### src/rtl/median_window_feeder_if.sv
// Pixel-stream and sorter-side signals of the median window feeder.
// slave = the feeder itself, master = the pixel producer / sorter environment.
interface median_window_feeder_if #(
  parameter int WIDTH = 8,
  parameter int IMG_W = 16,
  parameter int IMG_H = 16
);
  localparam int RW = $clog2(IMG_H);
  localparam int CW = $clog2(IMG_W);

  logic [WIDTH-1:0] PIX_I;
  logic             PIX_VLD;
  logic             PIX_RDY;
  logic [WIDTH-1:0] MDI;
  logic             MDSI;
  logic             MDSO;
  logic [RW-1:0]    WIN_ROW;
  logic [CW-1:0]    WIN_COL;
  logic             FRAME_DONE;

  modport slave (
    input  PIX_I, PIX_VLD, MDSO,
    output PIX_RDY, MDI, MDSI, WIN_ROW, WIN_COL, FRAME_DONE
  );

  modport master (
    output PIX_I, PIX_VLD, MDSO,
    input  PIX_RDY, MDI, MDSI, WIN_ROW, WIN_COL, FRAME_DONE
  );
endinterface

### src/rtl/median_window_feeder.sv
// Buffers a raster stream in a 3-line ring and serialises each 3x3 window to the median sorter.
// Define MEDIAN_FEEDER_ZERO_PAD_EN to drive 0 for out-of-image taps instead of replicating edges.
//
// state | meaning
// IDLE  | frame start, waiting for pixel (0,0)
// LOAD  | accepting one raster line into the ring
// SEND  | streaming 9 taps of the current window (MDSI high one cycle later)
// WAIT  | taps sent, waiting for the sorter done pulse
// DONE  | one-cycle frame-done pulse
module median_window_feeder #(
  parameter int WIDTH = 8,
  parameter int IMG_W = 16,
  parameter int IMG_H = 16
) (
  input  logic                   CLK,
  input  logic                   nRST,
  median_window_feeder_if.slave  bus
);
  localparam int RW    = $clog2(IMG_H);
  localparam int CW    = $clog2(IMG_W);
  localparam int DEPTH = 3 * IMG_W;
  localparam int AW    = $clog2(DEPTH);

  typedef enum logic [2:0] {S_IDLE, S_LOAD, S_SEND, S_WAIT, S_DONE} state_t;

  state_t           state_q, state_d;
  logic [CW-1:0]    col_q, col_d;
  logic [RW-1:0]    row_q, row_d;
  logic [1:0]       slot_q, slot_d;
  logic [RW-1:0]    win_row_q, win_row_d;
  logic [CW-1:0]    win_col_q, win_col_d;
  logic [3:0]       tap_q, tap_d;
  logic [WIDTH-1:0] mdi_q, mdi_d;
  logic             mdsi_q, mdsi_d;
  logic             rdy_q, rdy_d;

  logic             wr_en;
  logic [AW-1:0]    wr_addr;
  logic [AW-1:0]    rd_addr;
  logic [WIDTH-1:0] tap_pix;
  int               tap_r, tap_c, rd_r, rd_c;

  logic [WIDTH-1:0] line_mem [DEPTH];

  assign wr_addr = AW'(int'(slot_q) * IMG_W + int'(col_q));

  always_ff @(posedge CLK) begin
    if (wr_en) line_mem[wr_addr] <= bus.PIX_I;
  end

  // Neighbour coordinates for the current tap; reads clamp into the image.
  always_comb begin
    tap_r   = int'(win_row_q) + int'(tap_q) / 3 - 1;
    tap_c   = int'(win_col_q) + int'(tap_q) % 3 - 1;
    rd_r    = (tap_r < 0) ? 0 : ((tap_r > IMG_H - 1) ? IMG_H - 1 : tap_r);
    rd_c    = (tap_c < 0) ? 0 : ((tap_c > IMG_W - 1) ? IMG_W - 1 : tap_c);
    rd_addr = AW'((rd_r % 3) * IMG_W + rd_c);
    tap_pix = line_mem[rd_addr];
`ifdef MEDIAN_FEEDER_ZERO_PAD_EN
    if (tap_r < 0 || tap_r > IMG_H - 1 || tap_c < 0 || tap_c > IMG_W - 1) tap_pix = '0;
`endif
  end

  always_comb begin
    state_d   = state_q;
    col_d     = col_q;
    row_d     = row_q;
    slot_d    = slot_q;
    win_row_d = win_row_q;
    win_col_d = win_col_q;
    tap_d     = tap_q;
    mdi_d     = mdi_q;
    mdsi_d    = 1'b0;
    wr_en     = 1'b0;
    case (state_q)
      S_IDLE, S_LOAD: begin
        if (bus.PIX_VLD && rdy_q) begin
          wr_en   = 1'b1;
          state_d = S_LOAD;
          if (col_q == CW'(IMG_W - 1)) begin
            col_d  = '0;
            row_d  = row_q + 1'b1;
            slot_d = (slot_q == 2'd2) ? 2'd0 : slot_q + 2'd1;
            // Line L complete: all three rows for centre L-1 are now resident.
            if (row_q != '0) begin
              state_d   = S_SEND;
              win_row_d = row_q - 1'b1;
              win_col_d = '0;
              tap_d     = '0;
            end
          end else begin
            col_d = col_q + 1'b1;
          end
        end
      end
      S_SEND: begin
        mdsi_d = 1'b1;
        mdi_d  = tap_pix;
        if (tap_q == 4'd8) state_d = S_WAIT;
        else tap_d = tap_q + 4'd1;
      end
      S_WAIT: begin
        if (bus.MDSO) begin
          tap_d = '0;
          if (win_col_q != CW'(IMG_W - 1)) begin
            win_col_d = win_col_q + 1'b1;
            state_d   = S_SEND;
          end else if (int'(win_row_q) < IMG_H - 2) begin
            state_d = S_LOAD;
          end else if (int'(win_row_q) == IMG_H - 2) begin
            win_row_d = win_row_q + 1'b1;
            win_col_d = '0;
            state_d   = S_SEND;
          end else begin
            state_d = S_DONE;
          end
        end
      end
      S_DONE: begin
        state_d   = S_IDLE;
        col_d     = '0;
        row_d     = '0;
        slot_d    = '0;
        win_row_d = '0;
        win_col_d = '0;
      end
      default: state_d = S_IDLE;
    endcase
    rdy_d = (state_d == S_IDLE) || (state_d == S_LOAD);
  end

  always_ff @(posedge CLK or negedge nRST) begin
    if (!nRST) begin
      state_q   <= S_IDLE;
      col_q     <= '0;
      row_q     <= '0;
      slot_q    <= '0;
      win_row_q <= '0;
      win_col_q <= '0;
      tap_q     <= '0;
      mdi_q     <= '0;
      mdsi_q    <= 1'b0;
      rdy_q     <= 1'b0;
    end else begin
      state_q   <= state_d;
      col_q     <= col_d;
      row_q     <= row_d;
      slot_q    <= slot_d;
      win_row_q <= win_row_d;
      win_col_q <= win_col_d;
      tap_q     <= tap_d;
      mdi_q     <= mdi_d;
      mdsi_q    <= mdsi_d;
      rdy_q     <= rdy_d;
    end
  end

  assign bus.PIX_RDY    = rdy_q;
  assign bus.MDI        = mdi_q;
  assign bus.MDSI       = mdsi_q;
  assign bus.WIN_ROW    = win_row_q;
  assign bus.WIN_COL    = win_col_q;
  assign bus.FRAME_DONE = (state_q == S_DONE);
endmodule

### src/flat_wrapper.sv
// flat-port wrapper written by rule: the top's interface ports become plain ports
module median_window_feeder_flat 
#(
  parameter int WIDTH = 8,
  parameter int IMG_W = 16,
  parameter int IMG_H = 16
)
  (CLK, nRST, bus_PIX_I, bus_PIX_VLD, bus_MDSO, bus_PIX_RDY, bus_MDI, bus_MDSI, bus_WIN_ROW, bus_WIN_COL, bus_FRAME_DONE);
  median_window_feeder_if #(.WIDTH(WIDTH), .IMG_W(IMG_W), .IMG_H(IMG_H)) bus_i ();
  input  logic CLK;
  input  logic nRST;
  input wire logic [$bits(bus_i.PIX_I)-1:0] bus_PIX_I;
  input wire logic [$bits(bus_i.PIX_VLD)-1:0] bus_PIX_VLD;
  input wire logic [$bits(bus_i.MDSO)-1:0] bus_MDSO;
  output wire logic [$bits(bus_i.PIX_RDY)-1:0] bus_PIX_RDY;
  output wire logic [$bits(bus_i.MDI)-1:0] bus_MDI;
  output wire logic [$bits(bus_i.MDSI)-1:0] bus_MDSI;
  output wire logic [$bits(bus_i.WIN_ROW)-1:0] bus_WIN_ROW;
  output wire logic [$bits(bus_i.WIN_COL)-1:0] bus_WIN_COL;
  output wire logic [$bits(bus_i.FRAME_DONE)-1:0] bus_FRAME_DONE;
  assign bus_i.PIX_I = bus_PIX_I;
  assign bus_i.PIX_VLD = bus_PIX_VLD;
  assign bus_i.MDSO = bus_MDSO;
  assign bus_PIX_RDY = bus_i.PIX_RDY;
  assign bus_MDI = bus_i.MDI;
  assign bus_MDSI = bus_i.MDSI;
  assign bus_WIN_ROW = bus_i.WIN_ROW;
  assign bus_WIN_COL = bus_i.WIN_COL;
  assign bus_FRAME_DONE = bus_i.FRAME_DONE;
  median_window_feeder #(.WIDTH(WIDTH), .IMG_W(IMG_W), .IMG_H(IMG_H)) u_core (.CLK(CLK), .nRST(nRST), .bus(bus_i));
endmodule
### config.mk
export PLATFORM = sky130hd
export DESIGN_NAME = median_window_feeder_flat
export DESIGN_NICKNAME = d
export VERILOG_FILES = /design/src/rtl/median_window_feeder_if.sv /design/src/rtl/median_window_feeder.sv /design/src/flat_wrapper.sv
export SDC_FILE = /design/constraint.sdc
export NUM_CORES = 1
export LEC_CHECK = 0
export CELL_PAD_IN_SITES_DETAIL_PLACEMENT = 0
export CELL_PAD_IN_SITES_GLOBAL_PLACEMENT = 1
export CORE_MARGIN = 2
export CORE_UTILIZATION = 45
export CTS_CLUSTER_DIAMETER = 200
export CTS_CLUSTER_SIZE = 10
export DETAILED_ROUTE_END_ITERATION = 10
export PLACE_DENSITY = 0.77
export SETUP_SLACK_MARGIN = 0.05
export SYNTH_ARGS = -nofsm -noshare
export SYNTH_HDL_FRONTEND = slang
export SYNTH_SLANG_ARGS = --single-unit
### constraint.sdc
create_clock -name CLK -period 8.8 [get_ports CLK]
set_clock_uncertainty 0.05 [all_clocks]
set_input_delay 1.76 -clock CLK [delete_from_list [all_inputs] [get_ports CLK]]
set_output_delay 1.76 -clock CLK [all_outputs]
set_load 0.02 [all_outputs]
# Word level (Yosys, flattened, before mapping)
# Memory sizes are Yosys's and may differ from the RTL's. A register that Yosys moved wholly into a read port is not among the register bits.
# Index checks and enable logic that the tools add are counted.
# W data, S select, Z words.
[totals] ff_bits=27 latchBits=0 ramBits=384 romBits=0 out_inout_bits=19 wordCells=113 memories=1
[memory_table] name="u_core.line_mem" depth=48 width=8 rd=1 rd_clocked_by_memory_dff=1 wr=1 line_no="median_window_feeder.sv:43" source="logic [WIDTH-1:0] line_mem [DEPTH];"
[op_classes] add_sub_neg=13 n_mul=0 n_div=3 magnitude_cmp=5 n_eq_ne=20 n_shift=0 mux=47 n_bitwise=0 reduce_logical=15
[op_table] op="$mux W4" n=20
[op_table] op="$add A5 B32 Y32" n=2
[op_table] op="$gt A32 B5 Y1 const B" n=2
[op_table] op="$lt A32 B1 Y1 const B" n=2
[op_table] op="$mux W32" n=2
[op_table] op="$sub A32 B2 Y32 const B" n=2
[op_table] op="$pmux W4 S3" n=3
[op_table] op="$div A5 B3 Y32 const B" n=1
[op_table] op="$mod A32 B3 Y32 const B" n=1
[op_table] op="$mod A5 B3 Y32 const B" n=1
[op_table] op="$mux W3" n=7
[op_table] op="$add A4 B1 Y4 const B" n=5
[op_table] op="$pmux W4 S2" n=2
[op_table] op="$mux W6" n=2
[op_table] op="$pmux W3 S3" n=1
[op_table] op="$eq A4 B4 Y1 const B" n=2
[op_table] op="$mux W2" n=4
[op_table] op="$ne A2 B1 Y1 const B" n=4
[op_table] op="$ne A2 B2 Y1 const B" n=4
[op_table] op="$reduce_and A8 Y1" n=1
[op_table] op="$reduce_and A7 Y1" n=1
[op_table] op="$add A6 B4 Y6" n=1
[op_table] op="$add A6 B6 Y6" n=1
[op_table] op="$eq A3 B1 Y1 const B" n=2
[op_table] op="other kinds (23)" n=30

# Depth between registers and ports, before layout
[logic_depth] ltp_word=8 mapped_depth=43

# Worst setup path after synthesis
# OpenSTA, ideal clock, no wires.
[synth_path] kind="reg2reg" start="register u_core.tap_q[2]" end="register u_core.mdi_q[7] (netlist: u_core.bus.MDI[7]), read port of u_core.line_mem" setup_ps=124 arrival_time_ps=7946 path_slack_ps=680 stages_incl_launch_ff=42 n_path_buf=2 synth_period_minus_slack_ps=8120 path_cell_list="dfrtp_1 -> clkbuf_1 -> inv_1 -> nor2_1 -> ha_1 -> inv_1 -> ha_1 -> or3b_2 -> mux2_2 -> nor3_1 -> ha_1 -> inv_1 -> ha_1 -> a21o_1 -> a21oi_1 -> ha_1 -> nor2b_1 -> o21ai_1 -> (+6 left out) -> o31ai_1 -> a211oi_1 -> o211ai_1 -> o21ai_0 -> ha_1 -> nor2_1 -> a31oi_1 -> o21ai_0 -> a21o_1 -> nand3_1 -> xor2_1 -> ha_1 -> nor2_1 -> and3_1 -> buf_1 -> a22o_1 -> a211oi_2 -> a211o_1"
[synth_between] elab_chain_len=8 elab_cells_between_ends=16
[synth_rtl] item="start: declaration" line_no="median_window_feeder.sv:32" source="logic [3:0] tap_q, tap_d;"
[synth_rtl] item="start signal: assignment" line_no="median_window_feeder.sv:151" source="tap_q <= tap_d;"
[synth_rtl] item="$div A5 B3 Y32" line_no="median_window_feeder.sv:53" source="tap_r = int'(win_row_q) + int'(tap_q) / 3 - 1;"
[synth_rtl] item="$add A5 B32 Y32" line_no="median_window_feeder.sv:53"
[synth_rtl] item="$sub A32 B2 Y32" line_no="median_window_feeder.sv:53"
[synth_rtl] item="$gt A32 B5 Y1" line_no="median_window_feeder.sv:55" source="rd_r = (tap_r < 0) ? 0 : ((tap_r > IMG_H - 1) ? IMG_H - 1 : tap_r);"
[synth_rtl] item="$mux W32 (2 in a row)" line_no="median_window_feeder.sv:55"
[synth_rtl] item="$mod A32 B3 Y32" line_no="median_window_feeder.sv:57" source="rd_addr = AW'((rd_r % 3) * IMG_W + rd_c);"
[synth_rtl] item="$add A6 B6 Y6 (*)" line_no="median_window_feeder.sv:57"
[synth_rtl] item="end: declaration" line_no="median_window_feeder.sv:33" source="logic [WIDTH-1:0] mdi_q, mdi_d;"
# Mark *: on every way between the ends. The rest lies on a longest branch, timed or not.
# A chain may end at the register's enable or synchronous reset.

# Final worst setup path
# Ends and elaborated chain as after synthesis.

==> impl_metrics.csv <==
group,metric,value,unit
clock_network,numCtsBuffers,47,
floorplanning,num_rows,79,
logic_synthesis,synth_top_cell_by_area,"edfxtp_1",
routing,drt_pre_antenna_iters,5,
clock_network,tritoncts,"done",
logic_synthesis,ys_seq_area_share,59.28,%
floorplanning,die_x,219.7,µm
routing,vias,15370,
clock_network,cts_sinks,419,
routing,drcViolationCount,0,
routing,wl,58930,µm
critical_path,timing.rr.start,"u_core.tap_q[2]$_DFFE_PN0P_",
timing,finalHoldViolations,0,
logic_synthesis,yosysTopAreaCellShare,55.09,%
critical_path,cp_slowest_cell,"or4b_1",
cells_and_area,layout-drive-gt1-share,8.781,%
clock_network,root_buffer,"clkbuf_16",
timing,fmax,122.3,MHz
critical_path,cpMostUsedCell,"inv_1",
clock_network,path_clk_slew,0.06,ns
place,dpl.hpwl,38960,µm
place,portBuffers,30,
clock_network,htreeDepth,2,
clock_network,clkLatencyLatePin,0.58,ns
logic_synthesis,ys_types,94,
outcome,status,"complete, no violations",
routing,via_per_inst,6.046,
clock_network,hold_buffers,0,
critical_path,cpPeakStageDelay,0.51,ns
run,drv_cap,0,
critical_path,ff2ff_setup_slack,0.63,ns
cells_and_area,diodes,0,
logic_synthesis,synth_cells,1870,
clock_network,clockBufferDepth,3,
min_path,holdPathEnd,"u_core.bus.WIN_ROW[2]$_DFFE_PN0P_",
logic_synthesis,synth-main-ff-cell,"edfxtp_1",
min_path,hold_path_class,"reg -> reg",
cells_and_area,utilization,50.40,%
logic_synthesis,async_flop_share,8.353,%
logic_synthesis,ys_seq_elements,419,
timing,drv_slew,0,
critical_path,start_kind,"register",
floorplanning,start_util,45.25,%
critical_path,rr_endpoint,"u_core.bus.MDI[7]$_DFFE_PN0P_",
routing,drtIter0Drc,1603,
critical_path,criticalPathCategory,"reg -> reg",
routing,ant_nets,0,
cells_and_area,nets,1972,
cells_and_area,syn_to_final_growth,11.39,%
global_routing,first_global_vias,14630,
floorplanning,core_area,46260,µm²
critical_path,worst-path-max-fanout,15,
logic_synthesis,ys_warn_count,0,
logic_synthesis,syn_area,20930,µm²
timing,slew_headroom,25.25,%
place,place.gp.congestion,0.9189,
timing,worst_slew_pin_slew,1.121,ns
logic_synthesis,synth.top_cells.by_area,"edfxtp_1 (55%), nand2_1 (4.3%), dfrtp_1 (4.2%)",
min_path,hp-start,"u_core.bus.WIN_ROW[2]$_DFFE_PN0P_",
routing,wl_per_cell,23.17,µm
global_routing,overflow,0,
critical_path,critPathRequiredTime,9.23,ns
timing,post-route-period-util,92.89,%
critical_path,cp.arrival,8.61,ns
floorplanning,die-area,48250,µm²
floorplanning,io_pins,31,
timing,finalCriticalPeriod,8.174,ns
global_routing,antenna_found_initial,0,
timing,setup_viol,0,
global_routing,grtUsageTotal,24.29,%
logic_synthesis,synth_edf_count,384,
global_routing,grt_max_degree,86,
critical_path,r2r_cells,29,
critical_path,worstSetupEndpointType,"register",
min_path,min_path_cells,2,
floorplanning,die_h,219.7,µm
logic_synthesis,syn_avg_cell_area,11.19,µm²
global_routing,grt_first_pass_wirelength,88480,µm
==> through the flow <==
stage | hold slack, ns | setup WS [ns] | TNS, ns | cell area, µm² | instances
after detailed placement | 0.5155 | 0.3324 | 0 | 21850 | 2453
after global routing | 0.5961 | -0.01412 | -0.01412 | 23310 | 2543
after global placement | 0.4930 | 0.5446 | 0 | 21850 | 2453
after CTS | 0.5297 | 0.3070 | 0 | 23250 | 2541
after floorplan | 0.4883 | 0.6798 | 0 | 20940 | 1873
final | 0.5305 | 0.6257 | 0 | 23310 | 2543
==> worst max path at each step <==
stage	from	to	slack, ns	cells after the start
finish	u_core.tap_q[2]$_DFFE_PN0P_	u_core.bus.MDI[7]$_DFFE_PN0P_	0.63	29
global route	u_core.tap_q[2]$_DFFE_PN0P_	u_core.bus.MDI[7]$_DFFE_PN0P_	-0.01	40
CTS	u_core.tap_q[2]$_DFFE_PN0P_	u_core.bus.MDI[7]$_DFFE_PN0P_	0.31	39
detailed placement	u_core.tap_q[2]$_DFFE_PN0P_	u_core.bus.MDI[7]$_DFFE_PN0P_	0.33	39
global placement	u_core.tap_q[2]$_DFFE_PN0P_	u_core.bus.MDI[7]$_DFFE_PN0P_	0.54	39
floorplan	u_core.tap_q[2]$_DFFE_PN0P_	u_core.bus.MDI[7]$_DFFE_PN0P_	0.68	41
==> routing by layer <==
layer / wire length (µm) / global-route usage [%] / vias up
met5: 0 / 0 / -
met2: 27690 / 39.53 / 608
met3: 3955 / 3.810 / 131
met4: 2177 / 8.300 / 0
li1: - / - / 7058
met1: 25110 / 33.26 / 7577
==> sequential cells by signal, summed over array words and instances (netlist names) <==
register            flops
u_core.bus.WIN_ROW      4
u_core.col_q            4
u_core.bus.MDSI         1
u_core.tap_q            4
u_core.row_q            4
u_core.state_q          3
u_core.bus.MDI          8
u_core.slot_q           2
u_core.bus.WIN_COL      4
u_core.line_mem       384
u_core.bus.PIX_RDY      1
==> synthesized netlist by cell type (15+ instances only) <==
master / n
a21oi_1: 99
a22oi_1: 17
a31oi_1: 48
and3_1: 22
buf_2: 36
clkbuf_1: 41
dfrtp_1: 35
edfxtp_1: 384
ha_1: 61
inv_1: 77
mux2i_1: 33
nand2_1: 237
nand2b_1: 24
nand3_1: 67
nand4_1: 21
nor2_1: 192
nor3_1: 54
o211ai_1: 18
o21ai_0: 91
o31ai_1: 15
or3_1: 17
==> area by class of cell <==
class / instances / area (µm²)
Fill cell: 4146 / 22950
Tap cell: 607 / 759.5
Clock buffer: 86 / 1344
Timing Repair Buffer: 68 / 590.6
Multi-Input combinational cell: 1282 / 7864
Clock inverter: 2 / 50.05
Sequential cell: 419 / 12410
Inverter: 79 / 296.5
==> repair_timing <==
action,4_1_cts,5_1_grt
resized for setup,0,16
setup endpoints to repair,0,8
buffers inserted,0,0
==> cells in the final DEF (no fill, tap or decap), types with 11 or more instances in the layout <==
cell type / n
edfxtp_1: 384
nand2_1: 236
nor2_1: 190
a21oi_1: 99
o21ai_0: 90
inv_1: 77
nand3_1: 65
ha_1: 59
nor3_1: 53
clkbuf_16: 48
a31oi_1: 46
clkbuf_1: 38
buf_4: 34
mux2i_1: 33
dfrtp_1: 33
nand2b_1: 24
nand4_1: 21
clkdlybuf4s50_1: 21
and3_1: 19
o211ai_1: 18
or3_1: 17
a22oi_1: 17
o31ai_1: 15
a21o_1: 13
a211o_1: 12
or2_2: 12
a211oi_1: 11
==> cell families (layout without fill, tap and decap cells) <==
logic type / count (synthesis) / count (layout) / share of synthesized area, %
adders and majority gates: 63 / 63 / 3.838
muxes: 41 / 41 / 2.009
AOI/OAI and AO/OA: 444 / 445 / 14.43
xor gates and xnor gates: 20 / 20 / 0.8369
buffers and inverters: 174 / 235 / 3.748
and+or+nand+nor: 707 / 708 / 15.83
other: 2 / 5 / 0.03588
DFF: 419 / 419 / 59.28
==> worst max-delay path: cells and delay by family (launching register included) <==
family | cells | cell delay (ns)
adders and majority gates | 3 | 0.92
muxes | 1 | 0.19
DFF | 1 | 0.49
and+or+nand+nor | 14 | 4.15
AOI/OAI and AO/OA | 7 | 1.58
buffers and inverters | 4 | 0.66
Power is not shown: default switching activity piles up to over one toggle a cycle in this logic, so the estimate is an artifact.
